--- config.mk ---
export PLATFORM = sky130hd
export DESIGN_NAME = mem_controller
export DESIGN_NICKNAME = d
export VERILOG_FILES = /design/src/rtl/mem_controller_pkg.sv /design/src/rtl/mem_controller_rr_picker.sv /design/src/rtl/mem_controller.sv
export SDC_FILE = /design/constraint.sdc
export NUM_CORES = 1
export LEC_CHECK = 0
export CAP_MARGIN = 20
export CORE_AREA = 5 5 328 330
export CTS_BUF_LIST = sky130_fd_sc_hd__clkbuf_16
export DETAILED_ROUTE_END_ITERATION = 10
export DIE_AREA = 0 0 333 335
export PLACE_DENSITY_LB_ADDON = 0.2
export SYNTH_ARGS = -nofsm -noshare
export SYNTH_HDL_FRONTEND = slang
export SYNTH_SLANG_ARGS = --single-unit
--- constraint.sdc ---
create_clock -name clk -period 24 [get_ports clk]
set_input_delay 4.8 -clock clk [delete_from_list [all_inputs] [get_ports clk]]
set_output_delay 4.8 -clock clk [all_outputs]
set_load 0.005 [all_outputs]
--- src/rtl/mem_controller_pkg.sv ---
// rtl/mem_controller_pkg.sv - shared types for the data-memory channel controller
package mem_controller_pkg;

    localparam int DATA_WIDTH = 32;
    localparam int ADDR_WIDTH = 8;

    typedef logic [DATA_WIDTH-1:0] data_t;
    typedef logic [ADDR_WIDTH-1:0] data_memory_address_t;

    typedef enum logic [1:0] {
        CH_IDLE,
        CH_READ_WAIT,
        CH_WRITE_WAIT,
        CH_RELEASE
    } mem_controller_state_t;

endpackage

--- src/rtl/mem_controller_rr_picker.sv ---
// rtl/mem_controller_rr_picker.sv - find first set bit of a mask, scanning upward from a pointer with wrap
module rr_picker #(
    parameter int N  = 8,
    parameter int PW = 3
) (
    input  logic [N-1:0]  req_mask_i,
    input  logic [PW-1:0] ptr_i,
    output logic          found_o,
    output logic [PW-1:0] idx_o
);

    always_comb begin
        int j;
        logic [PW-1:0] jj;
        found_o = 1'b0;
        idx_o   = '0;
        j       = 0;
        jj      = '0;
        for (int k = 0; k < N; k++) begin
            j = int'(ptr_i) + k;
            if (j >= N) begin
                j = j - N;
            end
            jj = PW'(j);
            if (!found_o && req_mask_i[jj]) begin
                found_o = 1'b1;
                idx_o   = jj;
            end
        end
    end

endmodule

--- src/rtl/mem_controller.sv ---
// rtl/mem_controller.sv - shares NUM_CHANNELS data-memory channels among NUM_CONSUMERS LSU requesters
module mem_controller
    import mem_controller_pkg::*;
#(
    parameter int NUM_CONSUMERS = 8,
    parameter int NUM_CHANNELS  = 2
) (
    input  logic                       clk,
    input  logic                       reset,
    input  logic [NUM_CONSUMERS-1:0]   consumer_read_valid,
    input  data_memory_address_t       consumer_read_address [NUM_CONSUMERS],
    output logic [NUM_CONSUMERS-1:0]   consumer_read_ready,
    output data_t                      consumer_read_data [NUM_CONSUMERS],
    input  logic [NUM_CONSUMERS-1:0]   consumer_write_valid,
    input  data_memory_address_t       consumer_write_address [NUM_CONSUMERS],
    input  data_t                      consumer_write_data [NUM_CONSUMERS],
    output logic [NUM_CONSUMERS-1:0]   consumer_write_ready,
    output logic [NUM_CHANNELS-1:0]    mem_read_valid,
    output data_memory_address_t       mem_read_address [NUM_CHANNELS],
    input  logic [NUM_CHANNELS-1:0]    mem_read_ready,
    input  data_t                      mem_read_data [NUM_CHANNELS],
    output logic [NUM_CHANNELS-1:0]    mem_write_valid,
    output data_memory_address_t       mem_write_address [NUM_CHANNELS],
    output data_t                      mem_write_data [NUM_CHANNELS],
    input  logic [NUM_CHANNELS-1:0]    mem_write_ready
);

    localparam int PW = (NUM_CONSUMERS > 1) ? $clog2(NUM_CONSUMERS) : 1;

    mem_controller_state_t     state_q   [NUM_CHANNELS];
    mem_controller_state_t     state_d   [NUM_CHANNELS];
    logic [PW-1:0]             owner_q   [NUM_CHANNELS];
    logic [PW-1:0]             owner_d   [NUM_CHANNELS];
    logic [PW-1:0]             rr_ptr_q  [NUM_CHANNELS];
    logic [PW-1:0]             rr_ptr_d  [NUM_CHANNELS];
    logic [NUM_CONSUMERS-1:0]  serving_q, serving_d;

    logic [NUM_CHANNELS-1:0]   mrv_q, mrv_d, mwv_q, mwv_d;
    data_memory_address_t      mra_q [NUM_CHANNELS];
    data_memory_address_t      mra_d [NUM_CHANNELS];
    data_memory_address_t      mwa_q [NUM_CHANNELS];
    data_memory_address_t      mwa_d [NUM_CHANNELS];
    data_t                     mwd_q [NUM_CHANNELS];
    data_t                     mwd_d [NUM_CHANNELS];

    logic [NUM_CONSUMERS-1:0]  crr_q, crr_d, cwr_q, cwr_d;
    data_t                     crd_q [NUM_CONSUMERS];
    data_t                     crd_d [NUM_CONSUMERS];

    logic [NUM_CONSUMERS-1:0]  pending;
    logic [NUM_CHANNELS-1:0]   grant;
    logic [PW-1:0]             pick_idx [NUM_CHANNELS];

    assign pending = (consumer_read_valid | consumer_write_valid) & ~serving_q;

    // Each channel sees the pending mask minus whatever lower-numbered channels claimed this cycle.
    for (genvar c = 0; c < NUM_CHANNELS; c++) begin : g_ch
        logic [NUM_CONSUMERS-1:0] mask_in;
        logic [NUM_CONSUMERS-1:0] mask_out;
        logic                     found;

        if (c == 0) begin : g_head
            assign mask_in = pending;
        end else begin : g_tail
            assign mask_in = g_ch[c-1].mask_out;
        end

        rr_picker #(
            .N  (NUM_CONSUMERS),
            .PW (PW)
        ) u_picker (
            .req_mask_i (mask_in),
            .ptr_i      (rr_ptr_q[c]),
            .found_o    (found),
            .idx_o      (pick_idx[c])
        );

        assign grant[c] = found && (state_q[c] == CH_IDLE);
        assign mask_out = grant[c] ? (mask_in & ~(NUM_CONSUMERS'(1) << pick_idx[c])) : mask_in;
    end

    always_comb begin
        state_d   = state_q;
        owner_d   = owner_q;
        rr_ptr_d  = rr_ptr_q;
        serving_d = serving_q;
        mrv_d     = mrv_q;
        mra_d     = mra_q;
        mwv_d     = mwv_q;
        mwa_d     = mwa_q;
        mwd_d     = mwd_q;
        crr_d     = crr_q;
        cwr_d     = cwr_q;
        crd_d     = crd_q;
        for (int c = 0; c < NUM_CHANNELS; c++) begin
            case (state_q[c])
                CH_IDLE: begin
                    if (grant[c]) begin
                        serving_d[pick_idx[c]] = 1'b1;
                        owner_d[c]             = pick_idx[c];
                        rr_ptr_d[c]            = (int'(pick_idx[c]) == NUM_CONSUMERS - 1) ? '0
                                                                                          : pick_idx[c] + 1'b1;
                        if (consumer_read_valid[pick_idx[c]]) begin
                            mrv_d[c]   = 1'b1;
                            mra_d[c]   = consumer_read_address[pick_idx[c]];
                            state_d[c] = CH_READ_WAIT;
                        end else begin
                            mwv_d[c]   = 1'b1;
                            mwa_d[c]   = consumer_write_address[pick_idx[c]];
                            mwd_d[c]   = consumer_write_data[pick_idx[c]];
                            state_d[c] = CH_WRITE_WAIT;
                        end
                    end
                end
                CH_READ_WAIT: begin
                    if (mem_read_ready[c]) begin
                        mrv_d[c]          = 1'b0;
                        crd_d[owner_q[c]] = mem_read_data[c];
                        crr_d[owner_q[c]] = 1'b1;
                        state_d[c]        = CH_RELEASE;
                    end
                end
                CH_WRITE_WAIT: begin
                    if (mem_write_ready[c]) begin
                        mwv_d[c]          = 1'b0;
                        cwr_d[owner_q[c]] = 1'b1;
                        state_d[c]        = CH_RELEASE;
                    end
                end
                CH_RELEASE: begin
                    if (!consumer_read_valid[owner_q[c]] && !consumer_write_valid[owner_q[c]]) begin
                        crr_d[owner_q[c]]     = 1'b0;
                        cwr_d[owner_q[c]]     = 1'b0;
                        serving_d[owner_q[c]] = 1'b0;
                        state_d[c]            = CH_IDLE;
                    end
                end
                default: state_d[c] = CH_IDLE;
            endcase
        end
    end

    always_ff @(posedge clk) begin
        if (!reset) begin
            for (int c = 0; c < NUM_CHANNELS; c++) begin
                state_q[c]  <= CH_IDLE;
                owner_q[c]  <= '0;
                rr_ptr_q[c] <= '0;
                mra_q[c]    <= '0;
                mwa_q[c]    <= '0;
                mwd_q[c]    <= '0;
            end
            for (int i = 0; i < NUM_CONSUMERS; i++) begin
                crd_q[i] <= '0;
            end
            serving_q <= '0;
            mrv_q     <= '0;
            mwv_q     <= '0;
            crr_q     <= '0;
            cwr_q     <= '0;
        end else begin
            state_q   <= state_d;
            owner_q   <= owner_d;
            rr_ptr_q  <= rr_ptr_d;
            serving_q <= serving_d;
            mrv_q     <= mrv_d;
            mra_q     <= mra_d;
            mwv_q     <= mwv_d;
            mwa_q     <= mwa_d;
            mwd_q     <= mwd_d;
            crr_q     <= crr_d;
            cwr_q     <= cwr_d;
            crd_q     <= crd_d;
        end
    end

    assign mem_read_valid       = mrv_q;
    assign mem_read_address     = mra_q;
    assign mem_write_valid      = mwv_q;
    assign mem_write_address    = mwa_q;
    assign mem_write_data       = mwd_q;
    assign consumer_read_ready  = crr_q;
    assign consumer_write_ready = cwr_q;
    assign consumer_read_data   = crd_q;

endmodule
==> impl_metrics.env <==
export IMPL_numCtsBuffers=53
export IMPL_synth_cells=3418
export IMPL_antenna_found_initial=35
export IMPL_synth_most_common_cell="mux2i_1"
export IMPL_io_pins=842
export IMPL_grt_max_degree=162
export IMPL_hold_viol=0
export IMPL_hold_ws_ps=486
export IMPL_fp_coreArea_mm2=0.105
export IMPL_finalWeightedCongestion=0.930
export IMPL_grt_overflow=0
export IMPL_ctsRootBufferMaster="clkbuf_16"
export IMPL_layout_nets=4463
export IMPL_clockBufferDepth=3
export IMPL_synth_async_reset_ratio_pct=0
export IMPL_r2r_start="rr_ptr_q[3]"
export IMPL_path_class="primary input to register"
export IMPL_yosys_top_cells_count="mux2i_1 (557), nand2_1 (531), nor2_1 (416), dfxtp_1 (396), a211oi_1 (324)"
export IMPL_tightest_slew_ps=1180
export IMPL_final_area_mm2=0.0378
export IMPL_critPathCapture="mem_write_data[17]"
export IMPL_postCtsSetupRepairBufs=0
export IMPL_synth_edff_count=0
export IMPL_htree_num_levels=2
export IMPL_rsz0062_at_grt="no"
export IMPL_start_util_pct=25.7
export IMPL_crit_start="consumer_read_valid[5]"
export IMPL_startpoint_type="primary input"
export IMPL_dieArea_mm2=0.112
export IMPL_drtIter0Drc=2723
export IMPL_yosysTopAreaCell="dfxtp_1"
export IMPL_hold_class="register to register"
export IMPL_viasPerCell=5.40
export IMPL_cts_tree="done"
export IMPL_cp_common_cell="buf_4"
export IMPL_grt_pass1_wl_um=212000
export IMPL_yosysWarnings=0
export IMPL_synth_area_mm2=0.0269
export IMPL_fmax_ghz=0.0681
export IMPL_drc=0
export IMPL_clk_pin_slew_ps=60
export IMPL_drv_slew=0
export IMPL_critical_path_max_stage_delay_ps=920
export IMPL_rows=119
export IMPL_drive_gt1_share_pct=5.58
export IMPL_place_area_mm2=0.0359
export IMPL_firstDrtPassIters=6
export IMPL_fin_skew_ps=21.7
export IMPL_totalPowerFinal_mw=5.90
export IMPL_grt_total_usage_pct=25.3
export IMPL_clk_latency_ps=640
export IMPL_cts_sinks=396
export IMPL_dp_hpwl_um=109000
export IMPL_maxCapViolCount=0
export IMPL_syn_num_nets=3906
export IMPL_setup_tns_ps=0
export IMPL_synth_avg_cell_area_um2=7.87
export IMPL_leakagePower_nw=13.3
export IMPL_yosysTopAreaCellShare_pct=29.5
export IMPL_portBuffers=841
export IMPL_timing_rr_end="mem_write_data[17]"
export IMPL_outcome="finished, final reports clean"
export IMPL_min_period_over_period_pct=61.1
export IMPL_wl_per_cell_um=27.6
export IMPL_ys_seq_elements=396
export IMPL_layout_area_overhead_vs_synth_pct=40.5
export IMPL_reg2reg_slack_ps=12380
export IMPL_synth_cell_types=101
export IMPL_synth_ff_type="dfxtp_1"
export IMPL_cp_required_ps=24470
export IMPL_dieWidth_um=333
export IMPL_first_global_vias=27700
export IMPL_die_y_um=335
export IMPL_routed_wl_um=150000
export IMPL_finalSetupViolCount=0
export IMPL_period_needed_ps=14680
export IMPL_crit_path_end_kind="register"
export IMPL_crit_arrival_ps=15150
export IMPL_p_per_area_mw_per_mm2=156
export IMPL_yosys_top_cells_area="dfxtp_1 (29%), mux2i_1 (21%), a211oi_1 (9.0%), nand2_1 (7.4%), nor2_1 (5.8%)"
export IMPL_r2r_cells=29
export IMPL_cts_hold_buf=0
export IMPL_critPathSlowestCell="a2111oi_0"
export IMPL_placed_cells=5310
export IMPL_synth_seq_area_share_pct=29.5
export IMPL_cts_resized=0
export IMPL_ant_nets=0
export IMPL_vias=29400
export IMPL_instances_no_fill=5440
export IMPL_max_vdd_ir_drop_v=0.000208
export IMPL_timing_slew_headroom_pct=21.4
export IMPL_crit_fanout=161
-- layout by cell type, fill, tap and decap left out, drive strengths merged, types with 8 or more instances in the layout --
cell type | synthesis | layout
nand3 | 75 | 75
clkdlybuf4s50 | 0 | 841
mux2i | 557 | 557
a21o | 11 | 11
nor2 | 416 | 416
o21a | 9 | 9
clkinv | 5 | 33
mux4 | 10 | 10
clkbuf | 306 | 53
a311oi | 91 | 91
nand2 | 531 | 531
or3 | 8 | 8
o211ai | 9 | 9
or2 | 10 | 10
diode | 0 | 32
ha | 18 | 18
a21oi | 81 | 81
nand4 | 11 | 11
o21ba | 8 | 8
o22ai | 17 | 17
and3 | 80 | 80
dfxtp | 396 | 396
buf | 77 | 44
o21bai | 11 | 11
a31oi | 100 | 100
inv | 28 | 35
nor3 | 23 | 23
a211oi | 325 | 325
o21ai | 65 | 65
a2111oi | 9 | 9
-- layout make-up --
type	instances	area, µm²
sequential	396	7930
timing repair buffer	885	8780
antenna	32	80.1
fill	10900	66700
inverter	33	145
clock inverter	44	427
tap	1391	1740
clock buffer	53	1330
multi-input combinational	2606	17400
-- metrics by stage --
stage / setup slack (ps) / util [%]
6_report: 9320 / 36.2
5_1_grt: 8860 / 36.2
4_1_cts: 9430 / 36.1
3_5_place_dp: 8740 / 34.4
3_3_place_gp: 8860 / 34.4
2_1_floorplan: 12890 / -
-- report_power, final --
group          total (mW)  internal, mW  switching, mW
Sequential          0.887         0.777          0.110
Clock               0.827         0.478          0.350
Combinational        4.18          1.55           2.63
-- sequential cells by signal, summed over array words and instances, names as in the netlist, 4 cells and up --
| signal | count |
|---|---|
| consumer_read_data | 256 |
| mem_write_data | 64 |
| mem_read_address | 16 |
| mem_write_address | 16 |
| consumer_read_ready | 8 |
| consumer_write_ready | 8 |
| serving_q | 8 |
| owner_q | 6 |
| rr_ptr_q | 6 |
| state_q | 4 |
-- worst max-delay path, delay by kind of cell --
family / cells / cell delay (ps)
buffers and inverters: 7 / 3180
and+or+nand+nor: 7 / 2430
AOI/OAI and AO/OA: 12 / 3720
muxes: 1 / 430
adders and majority gates: 1 / 280
-- layer usage --
metal  up-vias  global-route usage (%)  routed length, µm  share of wire [%]
li1      13600                       -                  -                  -
met1     14300                    33.8              65300                 43
met2      1240                    39.9              69100                 46
met3       211                    6.25              11200                7.5
met4         6                    8.67               4580                3.1
met5         -                       0                 46              0.031
-- how the worst min path moves through the flow --
| stage | start | endpoint | cells after the start |
|---|---|---|---|
| floorplan | consumer_write_ready[6] | consumer_write_ready[6] | 2 |
| global placement | consumer_read_data[204] | consumer_read_data[204] | 2 |
| detailed placement | consumer_read_data[192] | consumer_read_data[192] | 2 |
| CTS | consumer_read_data[208] | consumer_read_data[208] | 2 |
| global route | consumer_read_data[200] | consumer_read_data[200] | 2 |
| finish | consumer_read_data[207] | consumer_read_data[207] | 2 |
-- cell families (layout without fill, tap and decap cells) --
kind of cell	after synthesis	count (layout)	share of synthesized area, %
flip-flops	396	396	29.5
multiplexers	572	572	21.8
AO/OA/AOI/OAI	810	810	22.3
XOR/XNOR	7	7	0.256
other	0	32	0
AND/OR/NAND/NOR	1199	1199	18.9
adder cells (fa/ha/maj)	18	18	0.837
buffers and inverters	416	1015	6.47
No activity file was read; power rests on OpenSTA's default activity.
